## src/rtl/keypad_matrix_scanner_if.sv

```systemverilog
// rtl/keypad_matrix_scanner_if.sv - key event stream between the scanner and its consumer
interface keypad_matrix_scanner_if #(
  parameter int CODE_W = 4
);
  logic [CODE_W-1:0] key_code;
  logic              key_release;
  logic              key_valid;
  logic              key_ready;

  modport master (output key_code, output key_release, output key_valid, input key_ready);
  modport slave  (input key_code, input key_release, input key_valid, output key_ready);
endinterface

```

## src/rtl/keypad_matrix_scanner.sv

```systemverilog
// rtl/keypad_matrix_scanner.sv - matrix keypad scanner with debounce, ghost rejection and event FIFO
module keypad_matrix_scanner #(
  parameter int ROWS       = 4,
  parameter int COLS       = 4,
  parameter int SCAN_DIV   = 1000,
  parameter int DB_SCANS   = 4,
  parameter int FIFO_DEPTH = 8
) (
  input  logic                          clock,
  input  logic                          reset,
  input  logic [ROWS-1:0]               row_n,
  output logic [COLS-1:0]               col_n,
  keypad_matrix_scanner_if.master       key_if,
  output logic [$clog2(FIFO_DEPTH):0]   fifo_level,
  output logic                          overflow,
  output logic                          ghost,
  input  logic                          clr_overflow
);
  localparam int KEYS   = ROWS * COLS;
  localparam int CODE_W = $clog2(KEYS);
  localparam int DIV_W  = $clog2(SCAN_DIV);
  localparam int COL_W  = $clog2(COLS);
  localparam int DB_W   = $clog2(DB_SCANS);
  localparam int PTR_W  = $clog2(FIFO_DEPTH);
  localparam int LVL_W  = PTR_W + 1;
  localparam int ENT_W  = CODE_W + 1;

  typedef enum logic {ST_IDLE, ST_WALK} walk_state_e;

  logic [ROWS-1:0]   row_s1_q, row_s1_d, row_s2_q, row_s2_d;
  logic [DIV_W-1:0]  dwell_q, dwell_d;
  logic [COL_W-1:0]  col_q, col_d;
  logic [KEYS-1:0]   snap_q, snap_d, snap_full;
  logic [KEYS-1:0]   prev_q, prev_d, stable_q, stable_d, diff_q, diff_d;
  logic [DB_W-1:0]   db_q, db_d;
  logic              ghost_q, ghost_d;
  walk_state_e       state_q, state_d;
  logic [CODE_W-1:0] idx_q, idx_d;
  logic [ENT_W-1:0]  mem_q [FIFO_DEPTH];
  logic [ENT_W-1:0]  mem_d [FIFO_DEPTH];
  logic [PTR_W-1:0]  wr_q, wr_d, rd_q, rd_d;
  logic [LVL_W-1:0]  lvl_q, lvl_d;
  logic              ovf_q, ovf_d;
  logic              dwell_end, scan_end, commit, push, pop, full, accept;

  function automatic logic [CODE_W:0] popcnt(input logic [KEYS-1:0] v);
    logic [CODE_W:0] n;
    n = '0;
    for (int i = 0; i < KEYS; i++) n = n + {{CODE_W{1'b0}}, v[i]};
    return n;
  endfunction

  // Scan timing, per-column sampling and whole-matrix debounce
  always_comb begin
    row_s1_d  = row_n;
    row_s2_d  = row_s1_q;
    dwell_end = (dwell_q == DIV_W'(SCAN_DIV - 1));
    scan_end  = dwell_end && (col_q == COL_W'(COLS - 1));
    dwell_d   = dwell_end ? '0 : dwell_q + 1'b1;
    col_d     = col_q;
    snap_full = snap_q;
    if (dwell_end) begin
      col_d = (col_q == COL_W'(COLS - 1)) ? '0 : col_q + 1'b1;
      for (int i = 0; i < KEYS; i++)
        if (COL_W'(i % COLS) == col_q) snap_full[i] = ~row_s2_q[i / COLS];
    end
    snap_d   = snap_full;
    prev_d   = prev_q;
    db_d     = db_q;
    ghost_d  = ghost_q;
    stable_d = stable_q;
    diff_d   = diff_q;
    commit   = 1'b0;
    if (scan_end) begin
      prev_d = snap_full;
      if (snap_full != prev_q)                 db_d = '0;
      else if (db_q != DB_W'(DB_SCANS - 1))    db_d = db_q + 1'b1;
      ghost_d = (popcnt(snap_full) > (CODE_W + 1)'(2));
      if ((db_d == DB_W'(DB_SCANS - 1)) && (snap_full != stable_q) && !ghost_d) begin
        commit   = 1'b1;
        stable_d = snap_full;
        diff_d   = snap_full ^ stable_q;
      end
    end
  end

  // Event walk: one key index per clock, ascending, after each commit
  always_comb begin
    state_d = state_q;
    idx_d   = idx_q;
    push    = 1'b0;
    case (state_q)
      ST_IDLE: begin
        if (commit) begin
          state_d = ST_WALK;
          idx_d   = '0;
        end
      end
      ST_WALK: begin
        push = diff_q[idx_q];
        if (idx_q == CODE_W'(KEYS - 1)) state_d = ST_IDLE;
        else                            idx_d   = idx_q + 1'b1;
      end
      default: state_d = ST_IDLE;
    endcase
  end

  // A simultaneous pop frees the slot, so a push at full is still accepted
  always_comb begin
    full   = (lvl_q == LVL_W'(FIFO_DEPTH));
    pop    = key_if.key_valid && key_if.key_ready;
    accept = push && (!full || pop);
    mem_d  = mem_q;
    wr_d   = wr_q;
    rd_d   = rd_q;
    lvl_d  = lvl_q;
    ovf_d  = ovf_q;
    if (accept) begin
      mem_d[wr_q] = {idx_q, ~stable_q[idx_q]};
      wr_d        = wr_q + 1'b1;
    end
    if (pop) rd_d = rd_q + 1'b1;
    if (accept && !pop)      lvl_d = lvl_q + 1'b1;
    else if (!accept && pop) lvl_d = lvl_q - 1'b1;
    if (push && !accept) ovf_d = 1'b1;
    if (clr_overflow)    ovf_d = 1'b0;
  end

  always_ff @(posedge clock or negedge reset) begin
    if (!reset) begin
      row_s1_q <= '1;
      row_s2_q <= '1;
      dwell_q  <= '0;
      col_q    <= '0;
      snap_q   <= '0;
      prev_q   <= '0;
      stable_q <= '0;
      diff_q   <= '0;
      db_q     <= '0;
      ghost_q  <= 1'b0;
      state_q  <= ST_IDLE;
      idx_q    <= '0;
      for (int i = 0; i < FIFO_DEPTH; i++) mem_q[i] <= '0;
      wr_q     <= '0;
      rd_q     <= '0;
      lvl_q    <= '0;
      ovf_q    <= 1'b0;
    end else begin
      row_s1_q <= row_s1_d;
      row_s2_q <= row_s2_d;
      dwell_q  <= dwell_d;
      col_q    <= col_d;
      snap_q   <= snap_d;
      prev_q   <= prev_d;
      stable_q <= stable_d;
      diff_q   <= diff_d;
      db_q     <= db_d;
      ghost_q  <= ghost_d;
      state_q  <= state_d;
      idx_q    <= idx_d;
      mem_q    <= mem_d;
      wr_q     <= wr_d;
      rd_q     <= rd_d;
      lvl_q    <= lvl_d;
      ovf_q    <= ovf_d;
    end
  end

  assign col_n              = ~(COLS'(1) << col_q);
  assign key_if.key_valid   = (lvl_q != '0);
  assign key_if.key_code    = mem_q[rd_q][ENT_W-1:1];
  assign key_if.key_release = mem_q[rd_q][0];
  assign fifo_level         = lvl_q;
  assign overflow           = ovf_q;
  assign ghost              = ghost_q;
endmodule

```

## src/flat_wrapper.sv

```systemverilog
// flat-port wrapper written by rule: the top's interface ports become plain ports
module keypad_matrix_scanner_flat 
#(
  parameter int ROWS       = 4,
  parameter int COLS       = 4,
  parameter int SCAN_DIV   = 1000,
  parameter int DB_SCANS   = 4,
  parameter int FIFO_DEPTH = 8
)
  (clock, reset, row_n, col_n, fifo_level, overflow, ghost, clr_overflow, key_if_key_code, key_if_key_release, key_if_key_valid, key_if_key_ready);
  keypad_matrix_scanner_if #(.CODE_W(4)) key_if_i ();
  input  logic clock;
  input  logic reset;
  input  logic [ROWS-1:0] row_n;
  output logic [COLS-1:0] col_n;
  output logic [$clog2(FIFO_DEPTH):0] fifo_level;
  output logic overflow;
  output logic ghost;
  input  logic clr_overflow;
  output wire logic [$bits(key_if_i.key_code)-1:0] key_if_key_code;
  output wire logic [$bits(key_if_i.key_release)-1:0] key_if_key_release;
  output wire logic [$bits(key_if_i.key_valid)-1:0] key_if_key_valid;
  input wire logic [$bits(key_if_i.key_ready)-1:0] key_if_key_ready;
  assign key_if_key_code = key_if_i.key_code;
  assign key_if_key_release = key_if_i.key_release;
  assign key_if_key_valid = key_if_i.key_valid;
  assign key_if_i.key_ready = key_if_key_ready;
  keypad_matrix_scanner #(.ROWS(ROWS), .COLS(COLS), .SCAN_DIV(SCAN_DIV), .DB_SCANS(DB_SCANS), .FIFO_DEPTH(FIFO_DEPTH)) u_core (.clock(clock), .reset(reset), .row_n(row_n), .col_n(col_n), .key_if(key_if_i), .fifo_level(fifo_level), .overflow(overflow), .ghost(ghost), .clr_overflow(clr_overflow));
endmodule
```

## config.mk

```make
export PLATFORM = sky130hd
export DESIGN_NAME = keypad_matrix_scanner_flat
export DESIGN_NICKNAME = d
export VERILOG_FILES = /design/src/rtl/keypad_matrix_scanner_if.sv /design/src/rtl/keypad_matrix_scanner.sv /design/src/flat_wrapper.sv
export SDC_FILE = /design/constraint.sdc
export NUM_CORES = 1
export LEC_CHECK = 0
export CELL_PAD_IN_SITES_DETAIL_PLACEMENT = 1
export CELL_PAD_IN_SITES_GLOBAL_PLACEMENT = 1
export CORE_MARGIN = 8
export CORE_UTILIZATION = 50
export DETAILED_ROUTE_END_ITERATION = 10
export GPL_ROUTABILITY_DRIVEN = 0
export GPL_TIMING_DRIVEN = 0
export PLACE_DENSITY_LB_ADDON = 0.1
export REMOVE_ABC_BUFFERS = 1
export SLEW_MARGIN = 10
export SYNTH_ARGS = -nofsm -noshare
export SYNTH_HDL_FRONTEND = slang
export SYNTH_SLANG_ARGS = --single-unit
export TNS_END_PERCENT = 30
```

## constraint.sdc

```tcl
create_clock -name clock -period 7.8 [get_ports clock]
set_input_delay 1.17 -clock clock [delete_from_list [all_inputs] [get_ports clock]]
set_output_delay 1.17 -clock clock [all_outputs]
set_load 0.02 [all_outputs]
```

Word level (Yosys, flattened, before mapping)
Index checks and enable logic that the tools add are counted.
Storage, ports and cells
  flip-flop bits (word level): 143
  word-level logic and storage cells: 141
  input bits: 8
Operators by class
  bitwise gates (word level): 10
  add/subtract/negate cells: 23
  magnitude comparators: 5
  equal/unequal tests: 13
  reduce and logical (&&, ||, !) cells: 20
  mux-type cells: 45
  shift-type cells: 1
Operators with widths (count)
  $add A5 B1 Y5: 14
  $bwmux W40: 1
  $ne A16 B16 Y1: 2
  $mux W1: 25
  $mux W16: 1
  $mux W4: 4
  $xor A16 B16 Y16: 1
  $bmux W5 S3: 1
  $demux W5 S3: 1
  $mux W5: 3
  $add A10 B1 Y10 const B: 1
  $eq A10 B10 Y1 const B: 1
  $mux W10: 1
  $logic_and A1 B1 Y1: 9
  $add A4 B1 Y4 const B: 2
  $bmux W1 S4: 2
  $eq A4 B4 Y1 const B: 2
  $ge A4 B4 Y1 const B: 2
  $mux W2: 4
  $not A3 Y4: 2
  $pmux W4 S2: 1
  $add A3 B1 Y3 const B: 2
  $not A1 Y1: 6
  $gt A5 B2 Y1 const B: 1
  other kinds (19): 28

Depth between registers and ports, before layout
  word-level depth: 25
  gate-level depth with buffers: 24
  gate-level depth less buffers: 23

Least setup slack after synthesis
Ideal clock, no wire load.
  path type: reg2reg
  start: reg u_core.dwell_q[0]
  end: reg u_core.diff_q[7]
  buffers on the path: 2
  data required time: 7.672 ns
  data arrival time: 6.528 ns
  cell stages (with the launch flop): 24
  clock period less this slack: 6.656 ns
  setup time: 0.128 ns
  slack: 1.144 ns
  path through: dfrtp_1 > ha_1 > nor4bb_1 > nand4_1 > clkbuf_1 > o21ai_1 > ha_1 > inv_1 > fa_1 > inv_1 > fa_1 > fa_1 > fa_1 > fa_1 > inv_1 > fa_1 > a2111oi_0 > a21oi_1 > a2111oi_0 > and3_1 > nand4_2 > a31oi_4 > buf_6 > mux2_1
On the way
  word-level cells in the longest chain between the ends: 21
  elaborated cells on any way between the ends: 29
  classes of those cells: add/sub (15); order compare (1); eq/ne (4); mux (3); bitwise (1); reduce/logical (5)
Ends and longest elaborated chain
  start, declared: line keypad_matrix_scanner.sv:31  | logic [DIV_W-1:0] dwell_q, dwell_d;
  start signal, assigned: line keypad_matrix_scanner.sv:151  | dwell_q <= dwell_d;
  $eq A10 B10 Y1 (*): line keypad_matrix_scanner.sv:57  | dwell_end = (dwell_q == DIV_W'(SCAN_DIV - 1));
  $mux W16 (*): line keypad_matrix_scanner.sv:62  | if (dwell_end) begin
  named net u_core.snap_d[1]: line keypad_matrix_scanner.sv:33  | logic [KEYS-1:0] snap_q, snap_d, snap_full;
  $add A1 B1 Y2: line keypad_matrix_scanner.sv:49  | for (int i = 0; i < KEYS; i++) n = n + {{CODE_W{1'b0}}, v[i]};
  $add A5 B1 Y5 (14 in series): line keypad_matrix_scanner.sv:49
  $gt A5 B2 Y1: line keypad_matrix_scanner.sv:78  | ghost_d = (popcnt(snap_full) > (CODE_W + 1)'(2));
  $logic_not A1 Y1: line keypad_matrix_scanner.sv:79  | if ((db_d == DB_W'(DB_SCANS - 1)) && (snap_full != stable_q) && !ghost_d) begin
  $logic_and A1 B1 Y1 (*): line keypad_matrix_scanner.sv:79
  $reduce_and A2 Y1 (no source line) (*)
  end signal, assigned: line keypad_matrix_scanner.sv:156  | diff_q <= diff_d;
  end, declared: line keypad_matrix_scanner.sv:34  | logic [KEYS-1:0] prev_q, prev_d, stable_q, stable_d, diff_q, diff_d;
The timed path passes the listed nets; every way through them passes the cells marked *. The select of a mux whose other input is x is not followed.
A chain may end at the register's enable or synchronous reset.

Worst setup path after layout
  start: reg u_core.col_q[0]
  end: reg u_core.stable_q[5]
On the way
  word-level cells in the longest chain between the ends: 22
  elaborated cells on any way between the ends: 48
  classes of those cells: add/sub (15); order compare (1); eq/ne (7); mux (19); reduce/logical (6)
Ends and longest elaborated chain
  start, declared: line keypad_matrix_scanner.sv:32  | logic [COL_W-1:0] col_q, col_d;
  start signal, assigned: line keypad_matrix_scanner.sv:152  | col_q <= col_d;
  $eq A1 B2 Y1 or $logic_not A2 Y1 (tied branches): line keypad_matrix_scanner.sv:65  | if (COL_W'(i % COLS) == col_q) snap_full[i] = ~row_s2_q[i / COLS];
  $mux W1: line keypad_matrix_scanner.sv:65
  $mux W16: line keypad_matrix_scanner.sv:62
  $add A1 B1 Y2: line keypad_matrix_scanner.sv:49
  $add A5 B1 Y5 (14 in series): line keypad_matrix_scanner.sv:49
  $gt A5 B2 Y1: line keypad_matrix_scanner.sv:78
  $logic_not A1 Y1: line keypad_matrix_scanner.sv:79
  $logic_and A1 B1 Y1: line keypad_matrix_scanner.sv:79
  $reduce_and A2 Y1 (no source line)
  end signal, assigned: line keypad_matrix_scanner.sv:155  | stable_q <= stable_d;
  end, declared: line keypad_matrix_scanner.sv:34
Parallel ways exist; a longest one is shown, timed or not. The select of a mux whose other input is x is not followed.

==> impl_metrics.env <==
export IMPL_ys_warnings_count=0
export IMPL_path_class="reg -> reg"
export IMPL_initial_core_util=0.513
export IMPL_synth_top_area_share=0.451
export IMPL_fmax_ghz=0.137
export IMPL_maxCapViolations=0
export IMPL_avgSynthCellArea_um2=11.8
export IMPL_finalHoldViolCount=0
export IMPL_status="finished clean"
export IMPL_ys_types=61
export IMPL_rsz0062_at_grt="no"
export IMPL_vias=5058
export IMPL_die_x_um=138
export IMPL_p_comb_frac=0.015
export IMPL_clock_root_buffer="clkbuf_16"
export IMPL_hp_start="u_core.row_s1_q[2]"
export IMPL_cts_tree="done"
export IMPL_synth_top_family_by_area="multiplexers"
export IMPL_p_leak_nw=4.12
export IMPL_r2r_start="u_core.col_q[0]"
export IMPL_layout_setup_ws_ps=493
export IMPL_yosys_area_top_type="dfrtp_1"
export IMPL_dp_hpwl_um=12800
export IMPL_antenna_cells=0
export IMPL_setup_viol_count_final=0
export IMPL_skew_ps=15.8
export IMPL_cts_made_buffers=17
export IMPL_synthCells=636
export IMPL_num_io_pins=24
export IMPL_fp_coreArea_mm2=0.0146
export IMPL_drtAntennaViolNets=0
export IMPL_die_h_um=138
export IMPL_ys_flop_type="dfrtp_1"
export IMPL_final_layout_size_suffix_gt1_frac=0.228
export IMPL_cts_sinks=143
export IMPL_hold_path_depth=0
export IMPL_viasPerCell=5.85
export IMPL_synthAdderAreaFrac=0.0562
export IMPL_worst_skew_pair_late_latency_ps=430
export IMPL_pre_cts_ws_ps=-800
export IMPL_path_max_fanout=8
export IMPL_grt_max_degree=74
export IMPL_synth_area_mm2=0.00748
export IMPL_fin_nets=702
export IMPL_async_reset_ff_frac=1.00
export IMPL_dp_cells=822
export IMPL_fin_crit_sh=0.937
export IMPL_rows=44
export IMPL_r2r_end="u_core.stable_q[5]"
export IMPL_worst_setup_path_end_kind="flop"
export IMPL_max_slew_worst_pin_slew_ps=1020
export IMPL_synth_most_common_cell="dfrtp_1"
export IMPL_syn2layout_area_growth_pct=16.0
export IMPL_reg2reg_depth=21
export IMPL_hold_buffers=0
export IMPL_cts_htree_levels=4
export IMPL_sw_frac_of_total=0.209
export IMPL_wl_per_cell_um=21.7
export IMPL_critPathRequiredTime_ps=8100
export IMPL_port_buffers=23
export IMPL_ys_ff_latch=143
export IMPL_power_density_mw_per_mm2=190
export IMPL_drt_first_pass_iters=4
export IMPL_peakVddDrop_uv=157
export IMPL_route_detailed_drc=0
export IMPL_clockBufferDepth=2
export IMPL_clk_pin_slew_ps=60
export IMPL_min_delay_path_class="reg -> reg"
export IMPL_reg2reg_slack_ps=490
export IMPL_post_route_cell_area_mm2=0.00868
export IMPL_switchingPower_w=0.000345
export IMPL_synth_enable_flop_cells=0
export IMPL_dpl_cell_area_mm2=0.00791
export IMPL_worst_endpoint_arrival_ps=7610
export IMPL_critPathLaunchType="flop"
export IMPL_antenna_found_initial=0
export IMPL_synth_simple_area_share=0.101
export IMPL_grt_overflow=0
export IMPL_grt_pass1_vias=5688
export IMPL_fin_crit_ps=7310
export IMPL_seqPwrFrac=0.454
export IMPL_relSlewSlack=0.309
export IMPL_total_power_w=0.00165
export IMPL_min_to="u_core.row_s2_q[2]"
export IMPL_synth_compound_area_share=0.0724
export IMPL_totalWireLength_um=18800
export IMPL_layout_cells_non_filler=864
export IMPL_drt_iter0_drc=293
export IMPL_synthMuxAreaShare=0.203
export IMPL_holdWs_ps=355
export IMPL_grt_pass1_wl_um=31600
export IMPL_synthXorXnorAreaFrac=0.0456
export IMPL_synth_area_leaders="dfrtp_1, mux2_2, mux4_2"
export IMPL_intPower_w=0.00130
export IMPL_slew_viol_final=0
export IMPL_synth_common_cells="dfrtp_1, mux2_2, nand2_1"
export IMPL_pwr_share_clk=0.531
export IMPL_yosysSeqAreaShare=0.479
export IMPL_grt_usage=0.207
export IMPL_fp_dieArea_mm2=0.0191
per-stage QoR:
stage | util | TNS (ps)
after floorplan | - | 0
after global routing | 0.595 | 0
after CTS | 0.592 | 0
after global placement | 0.537 | -26280
final | 0.595 | 0
after detailed placement | 0.542 | -26010
layout by cell type (no fill, tap or decap), drive strengths merged, types with 6 or more instances in the layout:
master,netlist,routed
clkdlybuf4s50,0,22
clkinv,2,6
dfrtp,135,135
and3,8,8
inv,53,54
o21ai,42,42
nor2,21,21
mux4,19,19
buf,6,14
o22ai,7,7
clkbuf,19,19
a21oi,12,12
xnor2,21,21
nand3,9,9
fa,11,11
xor2,18,18
nor4,8,8
mux2i,26,26
nor3,7,7
mux2,74,74
dfstp,8,8
nand2,54,54
nand4,8,8
or2,6,6
ha,16,16
flip-flops by register name, indices dropped and copies added, names as in the netlist, 10 cells and up:
signal and flops:
u_core.dwell_q 10, u_core.mem_q 40, u_core.prev_q 16, u_core.diff_q 16, u_core.snap_q 16, u_core.stable_q 16
power by group through the flow:
| stage | Combinational, W | Clock [W] | Sequential [W] |
|---|---|---|---|
| 2_1_floorplan | 0.00000319 | 0 | 0.000761 |
| 3_3_place_gp | 0.0000226 | 0 | 0.000762 |
| 3_5_place_dp | 0.0000256 | 0 | 0.000762 |
| 4_1_cts | 0.0000260 | 0.000891 | 0.000749 |
| 5_1_grt | 0.0000287 | 0.000921 | 0.000749 |
| 6_report | 0.0000249 | 0.000876 | 0.000749 |
cell type report:
class | instances | area [um^2]
clock buffer | 19 | 453
clock inverter | 13 | 186
fill | 1465 | 5910
inverter | 55 | 206
multi-input combinational | 414 | 3630
sequential | 143 | 3590
tap | 184 | 230
timing repair buffer | 36 | 389
kinds of logic after synthesis:
family | count (synthesis)
buf+inv | 80
simple gates | 144
mux | 119
flops | 143
fa+ha+maj | 27
xor+xnor | 39
compound gates | 84
what timing repair did:
item / in CTS / in global routing
pin swaps: 1 / 3
gates resized for setup: 2 / 4
setup buffers: 5 / 4
cloned: 1 / 0
endpoints found under the setup margin: 37 / 37
per-layer routing:
layer | routed length, um | part of all wire | up-vias | track usage
li1 | - | - | 2310 | -
met1 | 8100 | 0.43 | 2626 | 0.257
met2 | 9600 | 0.51 | 93 | 0.348
met3 | 707 | 0.038 | 29 | 0.0462
met4 | 351 | 0.019 | 0 | 0.0732
met5 | 0 | 0 | - | 0
worst max-delay path, stage by stage (launching register included):
cell and delay, ps:
dfrtp_1 430, inv_1 110, ha_1 310, inv_2 160, nor4_4 680, mux2i_1 550
fa_1 490, inv_1 90, fa_1 450, fa_1 480, fa_1 510, fa_1 200
inv_1 60, fa_1 370, a2111oi_0 310, a21oi_1 90, a2111oi_1 490, and3_1 300
nand4_2 280, a31oi_4 310, buf_4 190, mux2_2 340
worst max-delay path by stage:
| stage | start | cells after the start | end |
|---|---|---|---|
| finish | u_core.col_q[0] | 21 | u_core.stable_q[5] |
| global route | u_core.dwell_q[0] | 24 | u_core.stable_q[5] |
| CTS | u_core.dwell_q[0] | 23 | u_core.stable_q[2] |
| detailed placement | u_core.dwell_q[0] | 21 | u_core.stable_q[0] |
| global placement | u_core.dwell_q[0] | 19 | u_core.stable_q[2] |
| floorplan | u_core.dwell_q[0] | 21 | u_core.stable_q[0] |
No activity file was read; power rests on OpenSTA's default activity.
